===== config.mk =====
export PLATFORM = sky130hd
export DESIGN_NAME = fifo_rd_scheduler
export DESIGN_NICKNAME = d
export VERILOG_FILES = /design/src/rtl/fifo_rd_pkg.sv /design/src/rtl/rr_arbiter.sv /design/src/rtl/fifo_rd_scheduler.sv
export SDC_FILE = /design/constraint.sdc
export NUM_CORES = 1
export LEC_CHECK = 0
export BUFFER_PORTS_ARGS = -buffer_cell sky130_fd_sc_hd__buf_2
export CORE_UTILIZATION = 51
export DETAILED_ROUTE_END_ITERATION = 6
export GPL_TIMING_DRIVEN = 1
export PLACE_DENSITY = 0.88
export SETUP_SLACK_MARGIN = 0.1
export SLEW_MARGIN = 20
export SYNTH_ARGS = -nofsm -noshare
export SYNTH_HDL_FRONTEND = slang
export SYNTH_HIERARCHICAL = 1
export SYNTH_SLANG_ARGS = --single-unit

===== constraint.sdc =====
create_clock -name r_clk -period 4.1 [get_ports r_clk]
set_input_delay 0.205 -clock r_clk [delete_from_list [all_inputs] [get_ports r_clk]]
set_output_delay 0.205 -clock r_clk [all_outputs]
set_load 0.05 [all_outputs]

===== src/rtl/fifo_rd_pkg.sv =====
// Shared types and default sizing for the FIFO read scheduler.
package fifo_rd_pkg;

    localparam int unsigned DefDataWidth = 32;
    localparam int unsigned DefNumReq    = 4;
    localparam int unsigned DefMaxBurst  = 8;

    typedef enum logic [1:0] {
        StIdle,
        StArb,
        StBurst
    } rd_state_e;

endpackage


===== src/rtl/rr_arbiter.sv =====
// Combinational round-robin picker: the search starts one past ptr and wraps.
module rr_arbiter
    import fifo_rd_pkg::*;
#(
    parameter int unsigned NUM_REQ = DefNumReq,
    localparam int unsigned PtrW   = $clog2(NUM_REQ)
) (
    input  logic [NUM_REQ-1:0] req,
    input  logic [PtrW-1:0]    ptr,
    output logic [NUM_REQ-1:0] grant
);

    logic            found;
    logic [PtrW-1:0] idx;

    always_comb begin
        grant = '0;
        found = 1'b0;
        idx   = '0;
        for (int unsigned k = 1; k <= NUM_REQ; k++) begin
            idx = PtrW'((32'(ptr) + k) % NUM_REQ);
            if (!found && req[idx]) begin
                grant[idx] = 1'b1;
                found      = 1'b1;
            end
        end
    end

endmodule


===== src/rtl/fifo_rd_scheduler.sv =====
// Read-side scheduler: grants the FIFO to one requester at a time for bursts of up to
// MAX_BURST words and steers the registered read word to that requester.
module fifo_rd_scheduler
    import fifo_rd_pkg::*;
#(
    parameter int unsigned DATA_WIDTH = DefDataWidth,
    parameter int unsigned NUM_REQ    = DefNumReq,
    parameter int unsigned MAX_BURST  = DefMaxBurst
) (
    input  logic                  r_clk,
    input  logic                  rrst,
    input  logic [NUM_REQ-1:0]    req,
    input  logic                  f_empty,
    input  logic [DATA_WIDTH-1:0] mem_data_out,
    output logic                  r_en,
    output logic [NUM_REQ-1:0]    gnt,
    output logic [DATA_WIDTH-1:0] data_out,
    output logic [NUM_REQ-1:0]    rd_valid,
    output logic                  busy
);

    localparam int unsigned PtrW = $clog2(NUM_REQ);
    localparam int unsigned CntW = $clog2(MAX_BURST + 1);

    rd_state_e             state_q;
    logic [NUM_REQ-1:0]    gnt_q;
    logic [PtrW-1:0]       owner_q;
    logic [PtrW-1:0]       ptr_q;
    logic [CntW-1:0]       cnt_q;
    logic [NUM_REQ-1:0]    rd_valid_q;
    logic [DATA_WIDTH-1:0] data_q;
    logic                  rst_done_q;

    logic [NUM_REQ-1:0]    arb_gnt;
    logic [PtrW-1:0]       win_idx;
    logic                  owner_req;
    logic                  burst_end;

    rr_arbiter #(
        .NUM_REQ (NUM_REQ)
    ) u_rr_arbiter (
        .req   (req),
        .ptr   (ptr_q),
        .grant (arb_gnt)
    );

    always_comb begin
        win_idx = '0;
        for (int unsigned i = 0; i < NUM_REQ; i++) begin
            if (arb_gnt[i]) begin
                win_idx = PtrW'(i);
            end
        end
    end

    assign owner_req = req[owner_q];
    assign r_en      = (state_q == StBurst) && owner_req && !f_empty && (cnt_q != '0);
    // Emptiness never ends a burst; only the last pop or the owner letting go does.
    assign burst_end = (state_q == StBurst) &&
                       (!owner_req || (r_en && (cnt_q == CntW'(1))));

    always_ff @(posedge r_clk or negedge rrst) begin
        if (!rrst) begin
            state_q    <= StIdle;
            gnt_q      <= '0;
            owner_q    <= '0;
            ptr_q      <= PtrW'(NUM_REQ - 1);
            cnt_q      <= '0;
            rd_valid_q <= '0;
            data_q     <= '0;
            rst_done_q <= 1'b0;
        end else begin
            rst_done_q <= 1'b1;
            rd_valid_q <= r_en ? gnt_q : '0;
            if (r_en) begin
                data_q <= mem_data_out;
            end
            unique case (state_q)
                StIdle: begin
                    // Hold off one edge after reset release before arbitrating.
                    if (rst_done_q && |req) begin
                        state_q <= StArb;
                    end
                end
                StArb: begin
                    if (|arb_gnt) begin
                        gnt_q   <= arb_gnt;
                        owner_q <= win_idx;
                        cnt_q   <= CntW'(MAX_BURST);
                        state_q <= StBurst;
                    end else begin
                        state_q <= StIdle;
                    end
                end
                StBurst: begin
                    if (r_en) begin
                        cnt_q <= cnt_q - CntW'(1);
                    end
                    if (burst_end) begin
                        state_q <= StIdle;
                        gnt_q   <= '0;
                        ptr_q   <= owner_q;
                    end
                end
                default: state_q <= StIdle;
            endcase
        end
    end

    assign gnt      = gnt_q;
    assign rd_valid = rd_valid_q;
    assign data_out = data_q;
    assign busy     = (state_q != StIdle);

endmodule


==> Yosys cells after proc, flatten, opt, wreduce, memory -nomap -nowiden <==
Cells that the tools add are included.
{ "word_totals": {"ff_bits": 51, "input_bits": 39, "out_inout_bits": 42, "elab_cells": 101} }
{ "op_classes": {"add_sub_neg": 5, "n_lt_le_gt_ge": 9, "n_eq_ne": 7, "mux": 39, "bitwise_logic": 3, "n_reduce_logical": 30} }
{ "ops": {"columns": ["operator", "n"], "rows": [
  ["4-bit 2-to-1 mux", 9],
  ["4-bit one-hot mux with 2 select lines", 2],
  ["2-bit by 3-bit < comparator with 1-bit output (second input constant)", 5],
  ["1-bit logical AND", 13],
  ["1-bit 2-to-1 mux", 13],
  ["4-bit OR", 3],
  ["1-bit binary-select mux with 2-bit select", 5],
  ["2-bit 2-to-1 mux", 5],
  ["1-bit demux with 2-bit select", 4],
  ["2-bit by 1-bit greater-or-equal comparator with 1-bit output (second input constant)", 4],
  ["2-bit inequality test (second input constant)", 4],
  ["4-bit OR reduction", 2],
  ["2-bit one-hot mux with 3 select lines", 1],
  ["2-bit AND reduction", 3],
  ["3-bit AND reduction", 2],
  ["1-bit logical NOT", 5],
  ["2-bit by 1-bit adder with 2-bit output (second input constant)", 2],
  ["2-bit adder (second input constant)", 2],
  ["4-bit by 1-bit equality test with 1-bit output (second input constant)", 1],
  ["2-bit nonzero test", 2],
  ["4-bit nonzero test", 1],
  ["4-bit by 1-bit subtractor with 4-bit output (second input constant)", 1],
  ["2-bit by 1-bit equality test with 1-bit output (second input constant)", 1],
  ["2-bit equality test (second input constant)", 1],
  ["2 further kinds", 2]
]} }

==> Depth between registers and ports, before layout <==
Gate-level depths: netlist of the first run.
{ "depth": {"depth_word": 16, "ltp_mapped": 11, "mapped_depth_nobuf": 10} }

==> Modules after synthesis <==
Netlist of the first run, hierarchy kept.
{ "by_module_without_submodules": {"columns": ["mod", "instances", "cells_per_inst", "area_per_inst_um2"], "rows": [
  ["fifo_rd_scheduler", 1, 167, 2260.9],
  ["rr_arbiter", 1, 38, 357.8]
]} }

==> Least setup slack after synthesis of the first run <==
OpenSTA, ideal clock, no wires.
{ "synth_path": {"path_kind": "flip-flop to flip-flop", "start": "reg ptr_q[0]", "end": "reg cnt_q[2]", "setup_ns": 0.126, "arrival_time_ns": 3.155, "required_time_ns": 3.974, "path_slack_ns": 0.818, "stages_incl_launch_ff": 10, "path_buffers": 0, "synth_period_minus_slack_ns": 3.282, "cell_sequence": "dfstp_2 inv_1 ha_1 mux4_1 nand2_1 o211ai_1 or4_1 o21ai_1 nor3_1 a221o_1"} }
{ "synth_between": {"elab_chain_len": 16, "elab_cells_between_ends": 51, "classes_between": "add/sub (4); order compare (8); eq/ne (1); mux (23); bitwise (3); reduce/logical (12)"} }
{ "synth_lines": {"columns": ["item", "line", "text"], "rows": [
  ["start, declared", "fifo_rd_scheduler.sv:28", "logic [PtrW-1:0] ptr_q;"],
  ["start signal, assigned", "fifo_rd_scheduler.sv:67", "ptr_q <= PtrW'(NUM_REQ - 1);"],
  ["start signal, assigned", "fifo_rd_scheduler.sv:102", "ptr_q <= owner_q;"],
  ["parallel branches: the longest is 12 deep, another holds 2-bit by 3-bit < comparator with 1-bit output", null, null],
  ["4-bit 2-to-1 mux (*)", "rr_arbiter.sv:22", "if (!found && req[idx]) begin"],
  ["via arb_gnt[1]", "fifo_rd_scheduler.sv:34", "logic [NUM_REQ-1:0] arb_gnt;"],
  ["4-bit OR reduction (*)", "fifo_rd_scheduler.sv:86", "if (|arb_gnt) begin"],
  ["2-bit inequality test (no source line) (*)", null, null],
  ["3-bit AND reduction (no source line) (*)", null, null],
  ["end signal, assigned", "fifo_rd_scheduler.sv:89", "cnt_q <= CntW'(MAX_BURST);"],
  ["end signal, assigned", "fifo_rd_scheduler.sv:97", "cnt_q <= cnt_q - CntW'(1);"],
  ["end, declared", "fifo_rd_scheduler.sv:29", "logic [CntW-1:0] cnt_q;"]
]} }
Mark *: on every way through the listed nets, which the timed path passes. The select of a mux whose other input is x is not followed.
A chain may end at the register's enable or synchronous reset.

==> Worst setup path in the final report of the first run <==
Same ends and word-level chain as after synthesis.

==> flow_summary.toml, run 1 <==
[outcome]
status = "finished with violations"
violations = "hold timing"

[clock_tree]
postCtsHoldBufs = 0
clk_pin_slew_worst_paths_ns = 0.09
clkSinkCount = 51
cts_root_buf = "clkbuf_8"
ctsHtreeMaxLevel = 2
clk_latency_ns = 0.31
cts_resized = 0
cts_tree = "done"
clockBufferDepth = 2
cts_setup_buffers = 0
cts_buffers = 5

[routing]
num_vias = 1935
avgRoutedWirePerCell_um = 15.1
wirelength_um = 5370
via_per_inst = 5.44
ant_nets = 0
route.detailed.drc = 0
firstDrtPassIters = 4
drt_iter0_markers = 138

[synth]
synth_flop_cell = "dfrtp_1"
async_flop_share = 1.00
synth_top_area_share = 0.468
syn_area_sq_um = 2620
synth-seq-cells = 51
yosysMostFrequentCell = "dfrtp_1"
synthDistinctLibCells = 40
synthCells = 205
syn_avg_cell_area_sq_um = 12.8
syn_nets = 258
synth_area_leaders = "dfrtp_1 (47%), mux2_2 (14%), ha_1 (6.7%), mux4_1 (3.0%), mux2i_1 (2.7%)"
synth_edf_count = 0
yosysSeqAreaShare = 0.488
yosys_warnings = 6
synth_top_area_cell = "dfrtp_1"
synth_commonest_cells = "dfrtp_1 (49), mux2_2 (33), nand2_1 (15)"

[sta]
fin_skew_ns = 0.00828
tightest_slew_ns = 0.617
timing.final.crit_share = 0.912
final_max_slew_viol_count = 0
rsz0062_at_grt = "no"
timing.final.crit_period_ns = 3.74
fmax_ghz = 0.267
timing.slew.headroom = 0.589
tns_ns = 0
finalHoldViolCount = 24
setup_viol = 0
holdWs_ns = -0.0129

[power_and_ir_drop]
combPwrFrac = 0.571
swShare = 0.501
internal_power_w = 0.00142
seqPwrFrac = 0.304
p_per_area_nw_per_um2 = 895
ir_drop_mv = 0.579
clock_power_share = 0.124
switching_power_w = 0.00142
power_leakage_nw = 1.54

[grt]
antenna_found_initial = 0
grtUsageTotal = 0.214
grt_max_degree = 52
first_global_vias = 1906
grt_pass1_wl_um = 8740
overflow = 0

[setup_path]
reg2reg_to = "cnt_q[2]"
worstSetupStartpointType = "register"
cp_max_fo = 10
crit_chain = "inv_1 -> ha_1 -> mux4_1 -> nand2_1 -> o211ai_1 -> or4_1 -> o21ai_1 -> nor3_1 -> a221o_1"
r2r_setup_slack_ns = 0.36
crit_type = "reg2reg"
reg2reg_from = "ptr_q[0]"
cp.required_ns = 4.29
slowest_stage = "dfstp_2"
cp_num_buf_inv = 1
end_kind = "register"
crit_arrival_ns = 3.93
crit_family = "compound AO/OA/AOI/OAI gates"
crit_path_max_incr_delay_ns = 0.67
reg2reg_depth = 9

[floorplan]
io_pins = 81
die_y_um = 73.7
dieArea_sq_um = 5430
start_util = 0.544
rows = 25
fp.dieW_um = 73.7
coreArea_sq_um = 4820

[min_path]
hold_class = "in2async"

[finish]
drive_above_1_share = 0.464
nets = 341
area_delta_synth_final_pct = 21.3
antenna_cells = 0

[placement]
dp_hpwl_um = 3900
gp_congestion = 0.978
io_buffers = 80

[flow_run]
cap_violations = 0
layout make-up:
class	instances	area, sq um
Fill cell	392	1640
Multi-Input combinational cell	134	1230
Clock buffer	6	72.6
Clock inverter	2	38.8
Inverter	14	52.6
Sequential cell	51	1280
Tap cell	67	83.8
Timing Repair Buffer	82	415
layout by cell type (no fill, tap or decap), types with 3 or more instances in the layout:
cell       instances
nand2_1           15
buf_2             80
o2bb2ai_1          5
and2_1             5
dfrtp_1           49
nor3b_1            5
o211ai_1           5
a21oi_1            7
mux2_2            33
clkbuf_8           5
nor2_1             3
mux4_1             3
inv_1             14
o21ai_0            4
mux2i_1            7
ha_1              14
power by group through the flow:
stage / clock network, W / registers, W / logic (W)
finish: 0.000354 / 0.000865 / 0.00162
global route: 0.000380 / 0.000901 / 0.00174
CTS: 0.000359 / 0.000868 / 0.00163
detailed placement: 0 / 0.000874 / 0.00162
global placement: 0 / 0.000857 / 0.00158
floorplan: 0 / 0.00144 / 0.000694
kinds of logic (layout without fill, tap and decap cells):
family                   after synthesis  in the layout  synth area share
adder cells (fa/ha/maj)               14             14            0.0669
AND/OR/NAND/NOR                       41             41            0.0965
buffers and inverters                 20            104            0.0401
other                                  1              1           0.00143
flip-flops                            51             51             0.488
AO/OA/AOI/OAI                         32             32            0.0865
multiplexers                          46             46             0.220
how the worst max path moves through the flow:
stage                     to  slack (ns)  startpoint  cells past startpoint
global route        cnt_q[2]        0.20    ptr_q[0]                      9
global placement    cnt_q[2]        0.62    ptr_q[0]                      9
finish              cnt_q[2]        0.36    ptr_q[0]                      9
floorplan           cnt_q[2]        0.82    ptr_q[0]                      9
detailed placement  cnt_q[2]        0.46    ptr_q[0]                      9
CTS                 cnt_q[2]        0.39    ptr_q[0]                      9
sequential cells by signal, indices dropped and copies added (netlist names):
signal	cells
gnt	4
rd_valid	4
data_out	32
cnt_q	4
rst_done_q	1
ptr_q	2
state_q	2
owner_q	2
routing by layer:
layer  vias to the layer above  wire length [um]  GRT usage
met5                         -                 0          0
met4                         0                36     0.0513
met3                         4               416     0.0713
met2                        79              2600      0.331
met1                       939              2320      0.292
li1                        913                 -          -
through the flow:
step	setup WS (ns)	instance area, sq um	cells	power (W)	util
global route	0.196	3180	356	0.00302	0.659
global placement	0.619	3070	348	0.00244	0.636
detailed placement	0.457	3070	348	0.00249	0.636
CTS	0.390	3180	356	0.00285	0.659
floorplan	0.818	2620	205	0.00214	-
finish	0.359	3180	356	0.00284	0.659
Power figures use the tool's default switching activity.
==> inputs of run 2 (changes only) <==
==> constraint.sdc (replaced) <==
create_clock -name r_clk -period 4.1 [get_ports r_clk]
set_input_delay 0.615 -clock r_clk [delete_from_list [all_inputs] [get_ports r_clk]]
set_output_delay 0.615 -clock r_clk [all_outputs]
set_load 0.05 [all_outputs]
==> flow_summary.toml, run 2 (synthesis results as in run 1) <==
[routing]
avgRoutedWirePerCell_um = 15.0
drt_iter0_markers = 142
via_per_inst = 5.34
firstDrtPassIters = 5
route.detailed.drc = 0
wirelength_um = 5340
num_vias = 1900
ant_nets = 0

[floorplan]
start_util = 0.544
die_y_um = 73.7
rows = 25
dieArea_sq_um = 5430
io_pins = 81
coreArea_sq_um = 4820
fp.dieW_um = 73.7

[clock_tree]
postCtsHoldBufs = 0
cts_tree = "done"
cts_buffers = 5
clk_pin_slew_worst_paths_ns = 0.10
clockBufferDepth = 2
cts_setup_buffers = 0
cts_resized = 0
clk_latency_ns = 0.30
ctsHtreeMaxLevel = 2
clkSinkCount = 51
cts_root_buf = "clkbuf_8"

[sta]
timing.final.crit_share = 0.884
finalHoldViolCount = 0
setup_viol = 0
rsz0062_at_grt = "no"
final_max_slew_viol_count = 0
fin_skew_ns = 0.00602
tns_ns = 0
timing.final.crit_period_ns = 3.62
timing.slew.headroom = 0.612
fmax_ghz = 0.276
tightest_slew_ns = 0.580

[setup_path]
worstSetupStartpointType = "register"
cp.required_ns = 4.28
r2r_setup_slack_ns = 0.48
reg2reg_to = "cnt_q[1]"
crit_type = "reg2reg"
reg2reg_depth = 10
cp_max_fo = 10
crit_arrival_ns = 3.80
reg2reg_from = "ptr_q[0]"
end_kind = "register"

[placement]
io_buffers = 80
dp_hpwl_um = 4000
gp_congestion = 1.02
placed_cells = 348

[power_and_ir_drop]
power_leakage_nw = 1.56
ir_drop_mv = 0.538
p_per_area_nw_per_um2 = 908

[finish]
final_cell_mix = "buf_2 (80), dfrtp_1 (49), mux2_2 (33)"
drive_above_1_share = 0.467
mostFrequentLayoutCell = "buf_2"
largest_register_ffs = 32
antenna_cells = 0
nets = 341
final_cells = 356
area_delta_synth_final_pct = 22.4
n_fill_cell = 382

[grt]
grt_pass1_wl_um = 8850
first_global_vias = 1938
grt_max_degree = 37
antenna_found_initial = 0
overflow = 0
grtUsageTotal = 0.216

[outcome]
status = "complete, no violations"

[min_path]
hold_class = "in2async"

[flow_run]
cap_violations = 0
## run 2: cell count changes in the layout (fill, tap and decap cells not counted), sizes merged
cell,previous run,this run
clkbuf,6,5
bufinv,1,2
## run 2: worst max path at each step
stage,startpoint,end,slack (ns)
6_report,ptr_q[0],cnt_q[1],0.48
5_1_grt,ptr_q[0],cnt_q[2],0.22
4_1_cts,ptr_q[0],cnt_q[1],0.47
3_5_place_dp,ptr_q[0],cnt_q[1],0.48
3_3_place_gp,ptr_q[0],cnt_q[2],0.61
2_1_floorplan,ptr_q[0],cnt_q[2],0.82
## run 2: per-stage QoR
stage | utilization | hold slack [ns] | cell area [sq um] | setup WS, ns | total power [W]
after floorplan | - | 0.319 | 2620 | 0.818 | 0.00214
after global placement | 0.636 | 0.468 | 3070 | 0.610 | 0.00244
after detailed placement | 0.636 | 0.484 | 3070 | 0.484 | 0.00249
after CTS | 0.665 | 0.313 | 3210 | 0.472 | 0.00292
after global routing | 0.665 | 0.333 | 3210 | 0.220 | 0.00308
final | 0.665 | 0.287 | 3210 | 0.477 | 0.00291
## run 2: layer usage
layer / global-route usage / wire [um] / part of all wire / vias to the layer above
met5: 0 / 0 / 0 / -
met4: 0.0769 / 59 / 0.011 / 0
met3: 0.0535 / 314 / 0.059 / 6
met2: 0.338 / 2550 / 0.48 / 59
met1: 0.293 / 2420 / 0.45 / 928
li1: - / - / - / 907
## run 2: critical path, stage by stage (launching register included)
cell and delay [ns]:
dfstp_2 0.66, inv_1 0.13, ha_1 0.34, mux4_1 0.64, nor4b_4 0.31, nand2_1 0.10
o211ai_1 0.18, or4_1 0.21, o21ai_1 0.15, or4_2 0.63, o311ai_0 0.13
## run 2: power by group
part	switching [W]	internal, W
clock	0.000174	0.000248
combinational	0.00111	0.000515
sequential	0.000148	0.000719
## run 2: cell type report
type	instances	area, sq um	area share
tap	67	83.8	0.0262
clock inverter	3	71.3	0.0222
multi-input combinational	134	1230	0.385
inverter	14	52.6	0.0164
timing repair buffer	82	415	0.130
clock buffer	5	68.8	0.0215
sequential	51	1280	0.399
==> inputs of run 3 (changes only) <==
--- a/config.mk
+++ b/config.mk
@@ -6,10 +6,11 @@
 export NUM_CORES = 1
 export LEC_CHECK = 0
 export BUFFER_PORTS_ARGS = -buffer_cell sky130_fd_sc_hd__buf_2
-export CORE_UTILIZATION = 51
+export CORE_UTILIZATION = 53
+export CTS_BUF_LIST = sky130_fd_sc_hd__clkbuf_2
 export DETAILED_ROUTE_END_ITERATION = 6
 export GPL_TIMING_DRIVEN = 1
-export PLACE_DENSITY = 0.88
+export PLACE_DENSITY = 0.9
 export SETUP_SLACK_MARGIN = 0.1
 export SLEW_MARGIN = 20
 export SYNTH_ARGS = -nofsm -noshare
==> flow_summary.toml, run 3 (synthesis results as in run 1) <==
[floorplan]
coreArea_sq_um = 4720
fp.dieW_um = 72.3
die_y_um = 72.3
dieArea_sq_um = 5230
rows = 25
start_util = 0.554
io_pins = 81

[clock_tree]
clk_latency_ns = 0.42
cts_buffers = 5
cts_root_buf = "clkbuf_2"
clkSinkCount = 51
postCtsHoldBufs = 0
ctsHtreeMaxLevel = 2
cts_resized = 0
clockBufferDepth = 2
clk_pin_slew_worst_paths_ns = 0.24
cts_setup_buffers = 0
cts_tree = "done"

[grt]
overflow = 0
grtUsageMet1 = 0.273
grt_pass1_wl_um = 8670
grt_max_degree = 52
first_global_vias = 2003
grtUsageTotal = 0.216
met3_usage = 0.0653
grt_use_met2 = 0.350
antenna_found_initial = 0
grt_busiest_layer = "met2"

[setup_path]
crit_path_max_incr_delay_ns = 0.71
reg2reg_to = "cnt_q[1]"
crit_chain = "inv_1 -> ha_1 -> mux4_1 -> nor4b_4 -> nand2_1 -> o211ai_1 -> or4_1 -> o21ai_1 -> or4_2 -> o311ai_0"
reg2reg_from = "ptr_q[0]"
r2r_setup_slack_ns = 0.42
cp_num_buf_inv = 1
reg2reg_depth = 10
cp_max_fo = 10
worstSetupStartpointType = "register"
crit_type = "reg2reg"
crit_arrival_ns = 3.99
crit_family = "simple AND/OR/NAND/NOR gates"
end_kind = "register"
cp.required_ns = 4.41
slowest_stage = "dfstp_2"

[routing]
ant_nets = 0
avgRoutedWirePerCell_um = 15.1
via_per_inst = 5.44
route.detailed.drc = 0
num_vias = 1925
drt_iter0_markers = 62
firstDrtPassIters = 4
wirelength_um = 5340

[sta]
holdWs_ns = 0.178
tightest_slew_ns = 0.632
fin_skew_ns = 0.0244
timing.final.crit_period_ns = 3.68
tns_ns = 0
timing.final.crit_share = 0.896
timing.slew.headroom = 0.578
final_max_slew_viol_count = 0
finalHoldViolCount = 0
rsz0062_at_grt = "no"
fmax_ghz = 0.272
setup_viol = 0

[finish]
mostFrequentLayoutCell = "buf_2"
area_delta_synth_final_pct = 18.2
final_cell_mix = "buf_2 (79), dfrtp_1 (49), mux2_2 (33)"
drive_above_1_share = 0.460
n_fill_cell = 359
nets = 340
largest_register_ffs = 32
antenna_cells = 0

[placement]
dp_hpwl_um = 4000
gp_congestion = 0.859
io_buffers = 80

[power_and_ir_drop]
p_per_area_nw_per_um2 = 864
power_leakage_nw = 1.51
ir_drop_mv = 0.632
power_w = 0.00267

[flow_run]
cap_violations = 0

[min_path]
hold_class = "in2async"

[outcome]
status = "complete, no violations"
run 3: cell types whose count changed in the layout (fill, tap and decap cells not counted):
cell / change
bufinv_16: -2
clkbuf_2: +5
clkinv_1: +1
inv_8: -1
buf_2: -1
clkbuf_8: -5
clkinv_2: +1
run 3: per-layer routing:
metal	up-vias	part of all wire	wire length (um)
met3	9	0.069	367
met5	-	0	0
met1	919	0.43	2310
met2	93	0.48	2590
li1	904	-	-
met4	0	0.014	73
run 3: layout make-up:
cell class                 instances  area (sq um)  area share
timing repair buffer              81           410       0.133
multi-input combinational        134          1230       0.399
sequential                        51          1280       0.413
clock inverter                     2          8.76     0.00283
tap                               67          83.8      0.0271
inverter                          14          52.6      0.0170
clock buffer                       5          25.0     0.00809
run 3: how the worst max path moves through the flow:
stage,from,endpoint,slack [ns],depth (start not counted)
after floorplan,ptr_q[0],cnt_q[2],0.82,9
after global placement,ptr_q[0],cnt_q[2],0.65,9
after detailed placement,ptr_q[0],cnt_q[1],0.47,10
after CTS,ptr_q[0],cnt_q[0],0.44,10
after global routing,ptr_q[0],cnt_q[0],0.23,10
final,ptr_q[0],cnt_q[1],0.42,10
run 3: where the power goes:
part	leakage, nW	internal (W)	switching [W]
clock network	0.0262	0.0000361	0.000146
registers	0.634	0.000716	0.000151
logic	0.851	0.000515	0.00111
total	1.51	0.00127	0.00140
run 3: stage by stage:
step	instance area [sq um]	std cells	worst slack [ns]	utilization
6_report	3090	354	0.425	0.655
5_1_grt	3090	354	0.230	0.655
4_1_cts	3090	354	0.444	0.655
3_5_place_dp	3060	347	0.473	0.647
3_3_place_gp	3060	347	0.647	0.647
2_1_floorplan	2620	205	0.818	-
